===== config.mk =====
export PLATFORM = sky130hd
export DESIGN_NAME = ram_cmd_arbiter
export DESIGN_NICKNAME = d
export VERILOG_FILES = /design/src/rtl/ram_arb_pkg.sv /design/src/rtl/rr_arb2.sv /design/src/rtl/ram_cmd_arbiter.sv
export SDC_FILE = /design/constraint.sdc
export NUM_CORES = 1
export LEC_CHECK = 0
export BUFFER_PORTS_ARGS = -buffer_cell sky130_fd_sc_hd__clkbuf_2
export CAP_MARGIN = 40
export CORE_MARGIN = 3
export CORE_UTILIZATION = 50
export CTS_CLUSTER_SIZE = 16
export DETAILED_ROUTE_END_ITERATION = 12
export GPL_ROUTABILITY_DRIVEN = 0
export MAX_ROUTING_LAYER = met4
export PLACE_DENSITY = 0.79
export SYNTH_ARGS = -nofsm -noshare
export SYNTH_HDL_FRONTEND = slang
export SYNTH_SLANG_ARGS = --single-unit

===== constraint.sdc =====
create_clock -name clk -period 2.2 [get_ports clk]
set_clock_uncertainty 0.2 [all_clocks]
set_input_delay 0.55 -clock clk [delete_from_list [all_inputs] [get_ports clk]]
set_output_delay 0.55 -clock clk [all_outputs]
set_load 0.05 [all_outputs]

===== src/rtl/ram_arb_pkg.sv =====
// Shared definitions for the SPI RAM command arbiter: RAM command opcodes
// and the arbiter FSM state encoding.
package ram_arb_pkg;

    localparam logic [1:0] OP_WADDR = 2'b00;
    localparam logic [1:0] OP_WDATA = 2'b01;
    localparam logic [1:0] OP_RADDR = 2'b10;
    localparam logic [1:0] OP_RDATA = 2'b11;

    typedef enum logic [2:0] {
        ST_IDLE  = 3'd0,
        ST_ADDR0 = 3'd1,
        ST_ADDR1 = 3'd2,
        ST_DATA  = 3'd3,
        ST_RWAIT = 3'd4,
        ST_ACK   = 3'd5
    } arb_state_e;

endpackage


===== src/rtl/rr_arb2.sv =====
// Two-way round-robin arbiter. The grant is combinational from req and the
// last granted port; last_gnt only moves when the owner accepts the grant.
module rr_arb2 (
    input  logic       clk,
    input  logic       reset_n,
    input  logic [1:0] req,
    input  logic       advance,
    output logic [1:0] gnt
);

    logic last_gnt_q, last_gnt_d;

    always_comb begin
        gnt = 2'b00;
        case (req)
            2'b01:   gnt = 2'b01;
            2'b10:   gnt = 2'b10;
            2'b11:   gnt = last_gnt_q ? 2'b01 : 2'b10;
            default: gnt = 2'b00;
        endcase
    end

    always_comb begin
        last_gnt_d = last_gnt_q;
        if (advance && (gnt != 2'b00)) last_gnt_d = gnt[1];
    end

    // Reset to port 1 so port 0 wins the first tie.
    always_ff @(posedge clk or negedge reset_n) begin
        if (!reset_n) last_gnt_q <= 1'b1;
        else          last_gnt_q <= last_gnt_d;
    end

endmodule


===== src/rtl/ram_cmd_arbiter.sv =====
// Shares the single-port SPI RAM between two requesters and turns each granted
// transaction into the RAM's 10-bit command-word sequence. All outputs registered.
module ram_cmd_arbiter
    import ram_arb_pkg::*;
#(
    parameter int ADDR_W         = 8,
    parameter int DATA_W         = 8,
    parameter int TIMEOUT_CYCLES = 16
) (
    input  logic              clk,
    input  logic              reset_n,
    input  logic              req0,
    input  logic              req1,
    input  logic              we0,
    input  logic              we1,
    input  logic [ADDR_W-1:0] addr0,
    input  logic [ADDR_W-1:0] addr1,
    input  logic [DATA_W-1:0] wdata0,
    input  logic [DATA_W-1:0] wdata1,
    output logic              ack0,
    output logic              ack1,
    output logic [DATA_W-1:0] rdata,
    output logic              err,
    output logic              busy,
    output logic [9:0]        ram_din,
    output logic              ram_rx_valid,
    input  logic [DATA_W-1:0] ram_dout,
    input  logic              ram_tx_valid,
    output arb_state_e        state_dbg
);

    arb_state_e        state_q, state_d;
    logic [1:0]        gnt;
    logic              grant_ok;
    logic              we_q, we_d, port_q, port_d;
    logic [ADDR_W-1:0] addr_q, addr_d;
    logic [DATA_W-1:0] wdata_q, wdata_d;
    logic [7:0]        cnt_q, cnt_d;
    logic              ack0_q, ack0_d, ack1_q, ack1_d, err_q, err_d, busy_q, busy_d;
    logic [DATA_W-1:0] rdata_q, rdata_d;
    logic [9:0]        ram_din_q, ram_din_d;
    logic              ram_rx_valid_q, ram_rx_valid_d;

    // IDLE never grants while the RAM's tx_valid window is open.
    assign grant_ok = (state_q == ST_IDLE) && !ram_tx_valid && (gnt != 2'b00);

    rr_arb2 u_rr_arb2 (
        .clk     (clk),
        .reset_n (reset_n),
        .req     ({req1, req0}),
        .advance (grant_ok),
        .gnt     (gnt)
    );

    always_ff @(posedge clk or negedge reset_n) begin
        if (!reset_n) state_q <= ST_IDLE;
        else          state_q <= state_d;
    end

    always_comb begin
        state_d = state_q;
        case (state_q)
            ST_IDLE:  if (grant_ok) state_d = ST_ADDR0;
            ST_ADDR0: state_d = ST_ADDR1;
            ST_ADDR1: state_d = ST_DATA;
            ST_DATA:  state_d = we_q ? ST_ACK : ST_RWAIT;
            ST_RWAIT: if (ram_tx_valid || (cnt_q == 8'(TIMEOUT_CYCLES - 1))) state_d = ST_ACK;
            ST_ACK:   state_d = ST_IDLE;
            default:  state_d = ST_IDLE;
        endcase
    end

    // Outputs are computed from the next state so they line up with it after the edge.
    always_comb begin
        port_d  = grant_ok ? gnt[1] : port_q;
        we_d    = grant_ok ? (gnt[1] ? we1 : we0) : we_q;
        addr_d  = grant_ok ? (gnt[1] ? addr1 : addr0) : addr_q;
        wdata_d = grant_ok ? (gnt[1] ? wdata1 : wdata0) : wdata_q;
        cnt_d   = (state_q == ST_RWAIT) ? cnt_q + 8'd1 : 8'd0;

        ram_rx_valid_d = 1'b0;
        ram_din_d      = 10'h000;
        case (state_d)
            ST_ADDR0, ST_ADDR1: begin
                ram_rx_valid_d = 1'b1;
                ram_din_d      = {(we_d ? OP_WADDR : OP_RADDR), addr_d};
            end
            ST_DATA: begin
                ram_rx_valid_d = 1'b1;
                ram_din_d      = we_d ? {OP_WDATA, wdata_d} : {OP_RDATA, 8'h00};
            end
            default: ;
        endcase

        ack0_d  = (state_d == ST_ACK) && !port_d;
        ack1_d  = (state_d == ST_ACK) && port_d;
        busy_d  = (state_d != ST_IDLE);
        err_d   = 1'b0;
        rdata_d = rdata_q;
        if ((state_q == ST_RWAIT) && (state_d == ST_ACK)) begin
            err_d   = !ram_tx_valid;
            rdata_d = ram_tx_valid ? ram_dout : '0;
        end
    end

    always_ff @(posedge clk or negedge reset_n) begin
        if (!reset_n) begin
            port_q         <= 1'b0;
            we_q           <= 1'b0;
            addr_q         <= '0;
            wdata_q        <= '0;
            cnt_q          <= 8'd0;
            ack0_q         <= 1'b0;
            ack1_q         <= 1'b0;
            err_q          <= 1'b0;
            busy_q         <= 1'b0;
            rdata_q        <= '0;
            ram_din_q      <= 10'h000;
            ram_rx_valid_q <= 1'b0;
        end else begin
            port_q         <= port_d;
            we_q           <= we_d;
            addr_q         <= addr_d;
            wdata_q        <= wdata_d;
            cnt_q          <= cnt_d;
            ack0_q         <= ack0_d;
            ack1_q         <= ack1_d;
            err_q          <= err_d;
            busy_q         <= busy_d;
            rdata_q        <= rdata_d;
            ram_din_q      <= ram_din_d;
            ram_rx_valid_q <= ram_rx_valid_d;
        end
    end

    assign ack0         = ack0_q;
    assign ack1         = ack1_q;
    assign err          = err_q;
    assign busy         = busy_q;
    assign rdata        = rdata_q;
    assign ram_din      = ram_din_q;
    assign ram_rx_valid = ram_rx_valid_q;
    assign state_dbg    = state_q;

endmodule


* Word level (Yosys, flattened, before mapping)
Index checks and enable logic that the tools add are counted.
** Cells by class
- Reductions and logical operators :: 14
- Equal/unequal tests :: 12
- Add/sub/neg operators :: 1
- Muxes and demuxes :: 20
** Operator list (number)
- 2-to-1 mux 8 bit :: 6
- case mux 10 bit (2 select lines) :: 1
- case mux 3 bit (5 select lines) :: 1
- == test 3 x 2 -> 1 bit (second input constant) :: 4
- 2-to-1 mux 10 bit :: 1
- adder 8 x 1 -> 8 bit (second input constant) :: 1
- == test 8 x 4 -> 1 bit (second input constant) :: 1
- == test 3 x 1 -> 1 bit (second input constant) :: 2
- == test 3 bit (second input constant) :: 2
- logical AND 1 bit :: 6
- 2-to-1 mux 1 bit :: 6
- 2-to-1 mux 3 bit :: 2
- case mux 2 bit (3 select lines) :: 1
- == test 2 bit (second input constant) :: 2
- 2-to-1 mux 2 bit :: 2
- zero test 3 bit :: 1
- nonzero test 3 bit :: 1
- OR reduction 3 bit :: 1
- == test 2 x 1 -> 1 bit (second input constant) :: 1
- zero test 1 bit :: 2
- nonzero test 2 bit :: 1
- OR reduction 2 bit :: 1
- logical OR 1 bit :: 1
** Word-level totals
- Word-level logic and storage cells :: 61
- Output and inout port bits :: 26
- Register bits after elaboration :: 53
- Input port bits :: 47

* Longest topological paths before layout
- Depth after elaboration :: 9
- Depth in mapped cells :: 8
- Depth with buffers taken out :: 4

* Cells and area by module
A second synthesis with hierarchy kept.
** Unflattened totals
- Cell total of the unflattened synthesis :: 236
- Area total of the unflattened synthesis :: 2461.1 um^2
** By module, submodules not included
- ram_cmd_arbiter :: area an instance 2404.8 um^2, instances 1, cells an instance 230, sequential area each 1301.2 um^2
- rr_arb2 :: area an instance 56.3 um^2, instances 1, cells an instance 6, sequential area each 26.3 um^2

* Worst setup path before layout
Ideal clock, no wire load.
- Path kind :: register to register
- Start :: reg state_q[0], in the netlist state_dbg[0]
- End :: reg ram_din_q[9], in the netlist ram_din[9]
- Path buffers :: 3
- Library setup time :: 118 ps
- Path slack :: 110 ps
- Clock period less this slack :: 2090 ps
- Data arrival time :: 1772 ps
- Cell stages (with the launch flop) :: 8
- Required time :: 1882 ps
- Path through :: dfrtp_1 clkbuf_2 nor2_4 and3b_1 buf_6 buf_8 or2_2 nor2b_1
** On the way
- Word-level cells in the longest chain between the ends :: 8
- Elaborated cells between the ends (all ways) :: 18
- Classes of those cells :: eq/ne: 7; mux: 7; reduce/logical: 4
** RTL lines
- start: declaration :: line ram_cmd_arbiter.sv:32 : arb_state_e state_q, state_d;
- start signal: assignment :: line ram_cmd_arbiter.sv:57 : else state_q <= state_d;
- zero test 3 bit :: line ram_cmd_arbiter.sv:45, ram_cmd_arbiter.sv:62
- logical AND 1 bit (2 in a row) :: line ram_cmd_arbiter.sv:45 : assign grant_ok = (state_q == ST_IDLE) && !ram_tx_valid && (gnt != 2'b00);
- 2-to-1 mux 3 bit :: line ram_cmd_arbiter.sv:63 : ST_IDLE: if (grant_ok) state_d = ST_ADDR0;
- case mux 3 bit (5 select lines) :: line ram_cmd_arbiter.sv:62 : case (state_q)
- == test 3 x 1 -> 1 bit or == test 3 x 2 -> 1 bit (tied branches) :: line ram_cmd_arbiter.sv:83 : case (state_d)
- OR reduction 2 bit :: line ram_cmd_arbiter.sv:83
- case mux 10 bit (2 select lines) * :: line ram_cmd_arbiter.sv:83
- net ram_din_d[9] :: line ram_cmd_arbiter.sv:41 : logic [9:0] ram_din_q, ram_din_d;
- end signal: assignment :: line ram_cmd_arbiter.sv:131 : ram_din_q <= ram_din_d;
- end: declaration :: line ram_cmd_arbiter.sv:41
The timed path passes the listed nets; every way through them passes the cells marked *.
A chain may end at the register's enable or synchronous reset.

* Worst setup path after layout
- Start :: reg state_q[0], in the netlist state_dbg[0]
- End :: out state_dbg[0]
** RTL lines
- end: declaration :: line ram_cmd_arbiter.sv:29 : output arb_state_e state_dbg
No word-level cell between the ends.

==> results.md <==
- Status: finished clean
- CTS tree: done
- Share of layout cells above drive strength 1: about 32%
- Post-CTS sizing: 0
- Clock power share: approximately 14%
- VDD IR-drop max: between 800 and 900 uV
- Max clock buf depth: 2
- Critical path cell sequence: clkbuf_2
- Min cycle time layout: ~1.9 ns
- CP Launch Point: state_dbg[0]
- Initial antenna violation count: 0
- Nets: about 350
- Max-cap violations: 0
- Row Count: 23
- GRT Util Overall: roughly a fifth
- Cell family with most CP delay: flip-flops
- Worst Setup End Kind: output pin
- Max-slew violations: 0
- DR WL met2: roughly 2600 um
- Initial DRC count: 95
- Top sig layer: met4
- Critical Path Max Stage Delay: 0.54 ns
- Vias in the first global route: 1,851
- Arr. time, crit path: about 1.2 ns
- Met3 wire len: between 200 and 300 um
- P_int: about 2100 uW
- Setup repair bufs after CTS: 0
- Initial core utilization: between 50% and 60%
- Setup_tns: 0 ns
- Critical Path Stages: 1
- CTS clock-pin slew for the worst setup and hold paths: about 0.080 ns
- Synthesized area per cell: approximately 10 sq um
- Pre-Repair DR Iteration Count: 4
- Largest net degree at the start of global routing: 36
- CTS Buf Count: 5
- Switching Power: 1760 uW
- Hold Crit Class: in -> async
- Routed Antenna Nets: 0
- Final Hold Viols: 0
- CORE AREA: around 4200 sq um
- Power density over the cells: ~1400 nW/um^2
- Data required, critical path: between 1 and 1.5 ns
- YS warnings: 0
- Hold-fix buffers, CTS: 0
- Io pins: 73
- Die Wd: 73.5 um
- # DRC: 0
- R2R cell count: 5
- DP Wirelength: ~3700 um
- Placed cell area: 2710 sq um
- Number of distinct library cells after synthesis: 37
- Relative slew slack: 57.0%
- CP max FO: 8
- Chip height: between 70 and 80 um
- Final core utilization: 66.7%
- Root buffer cell: clkbuf_8
- Seq cells post-synth: 53
- Logic pwr share: between 40 and 50%
- Inserted Diodes: 0
- Buf+Inv Stages, Crit Path: 1
- Clock Latency Late Sink: around 0.30 ns
- Die Area: 5400 sq um
- Via-to-Cell Ratio: ~5.3
- F_max: between 0.5 and 0.6 GHz
- Pleak: 0.00143 uW
- CTS sink count: 53
- Post-Syn Area: approximately 2300 sq um
- H-tree level count: 2
- CP endpoint: state_dbg[0]
- Worst r2r dst: ram_din[9]
- CP Launch Type: flop
- Sequential fraction of the synthesis area: around 58%
- Critical path class: reg -> out
- Register share of total power: about 40%
- First-pass GRT wire length: between 8000 and 9000 um
- Post-synth net total: about 270
- FF-to-FF Start: state_dbg[0]
- P&R area growth vs syn: 23.1%
- PnR Total Power: ~3900 uW
- Switch share: 45.2%
- Worst Tran Pin Value: about 0.64 ns
- Remaining Overflow, GRT: 0
- Unrepaired setup endpoints after global routing: no
- Period utilization: approximately 88%
- M1 wire length: 2050 um
- FF-to-FF setup slack: 0.27 ns
- Port Buf Inserts: slightly above 70
- DR vias: 1,874
- Final setup vio count: 0
- DR WL/cell: roughly 14 um
- Cell count after synthesis: approximately 220
- Post-Layout Inst Area: 2800 sq um
- Slowest CP cell: dfrtp_1
- Final WL: around 5000 um
==> through the flow <==
step	hold slack, ns	instances	setup WS [ns]
after floorplan	0.0544	224	0.110
after global placement	0.247	343	0.154
after detailed placement	0.258	343	0.0733
after CTS	0.0127	351	0.253
after global routing	0.0203	351	0.170
final	0.0000323	351	0.265
==> layer usage <==
layer | up-vias | GRT usage (%)
met5 | - | -
met4 | 0 | 7.24
met3 | 8 | 3.42
met2 | 44 | 34.7
met1 | 904 | 25.2
li1 | 918 | -
==> cells by family (layout without fill, tap and decap cells) <==
kind of cell / Yosys count / count (layout) / share of synthesized area, %
AOI/OAI and AO/OA: 35 / 35 / 10.6
xor gates and xnor gates: 6 / 6 / 2.31
adders and majority gates: 1 / 1 / 0.550
buffers and inverters: 11 / 88 / 3.13
DFF: 53 / 53 / 58.3
muxes: 5 / 5 / 2.42
and+or+nand+nor: 113 / 113 / 22.7
==> how the worst min path moves through the flow <==
stage,end,slack (ns),cells after the start
4_1_cts,ram_rx_valid,0.01,1
6_report,ram_din[8],0.00003,1
2_1_floorplan,ack0,0.05,0
3_5_place_dp,cnt_q[0],0.26,1
5_1_grt,ram_din[8],0.02,1
3_3_place_gp,cnt_q[0],0.25,1
==> worst reg2reg max path: stages (launching register included) <==
cell	delay (ns)
dfrtp_1	0.50
nor2_4	0.20
and3b_1	0.29
buf_4	0.20
mux2_2	0.35
nor2b_1	0.13
==> sequential cells by signal, indices dropped and copies added, names as in the netlist, 3 cells and up <==
register / count
ram_din: 10
addr_q: 8
cnt_q: 8
rdata: 8
wdata_q: 8
state_dbg: 3
==> cell usage after synthesis (all sizes together) <==
cell type / count / share of area, %
a21bo: 1 / 0.44
a21boi: 2 / 0.82
a21oi: 2 / 0.44
a2bb2oi: 1 / 0.38
a31oi: 8 / 2.2
a41oi: 1 / 0.38
and2: 1 / 0.28
and3: 12 / 4.0
and3b: 1 / 0.38
buf: 6 / 2.3
clkbuf: 5 / 0.88
dfrtp: 52 / 57
dfstp: 1 / 1.2
ha: 1 / 0.55
mux2: 4 / 2.0
mux2i: 1 / 0.44
nand2: 45 / 7.4
nand2b: 1 / 0.28
nand3: 11 / 2.4
nor2: 36 / 6.3
nor2b: 3 / 0.82
nor4: 1 / 0.28
o21ai: 11 / 2.4
o21ba: 1 / 0.44
o32ai: 8 / 3.1
or2: 1 / 0.28
or3: 1 / 0.28
xnor2: 4 / 1.5
xor2: 2 / 0.77
==> power groups by stage <==
stage / sequential (uW) / clock (uW) / combinational, uW
after floorplan: 2190 / 0 / 727
after global placement: 1550 / 0 / 1760
after detailed placement: 1570 / 0 / 1810
after CTS: 1550 / 557 / 1810
after global routing: 1600 / 590 / 1950
final: 1550 / 548 / 1800
==> area by class of cell <==
cell class	instances	area, sq um
sequential	53	1330
clock buffer	8	90.1
tap	50	62.6
fill	353	1400
timing repair buffer	80	445
multi-input combinational	160	877
==> placed cells by master (no fill, tap or decap), types with 3 or more instances in the layout <==
master,n
clkbuf_2,72
dfrtp_1,52
nand2_1,45
nor2_1,35
nand3_1,11
o21ai_0,10
and3_1,9
a31oi_1,8
o32ai_1,8
clkbuf_8,6
buf_4,6
xnor2_1,4
mux2_2,4
nor2b_1,3
and3_4,3
Power figures use the tool's default switching activity.
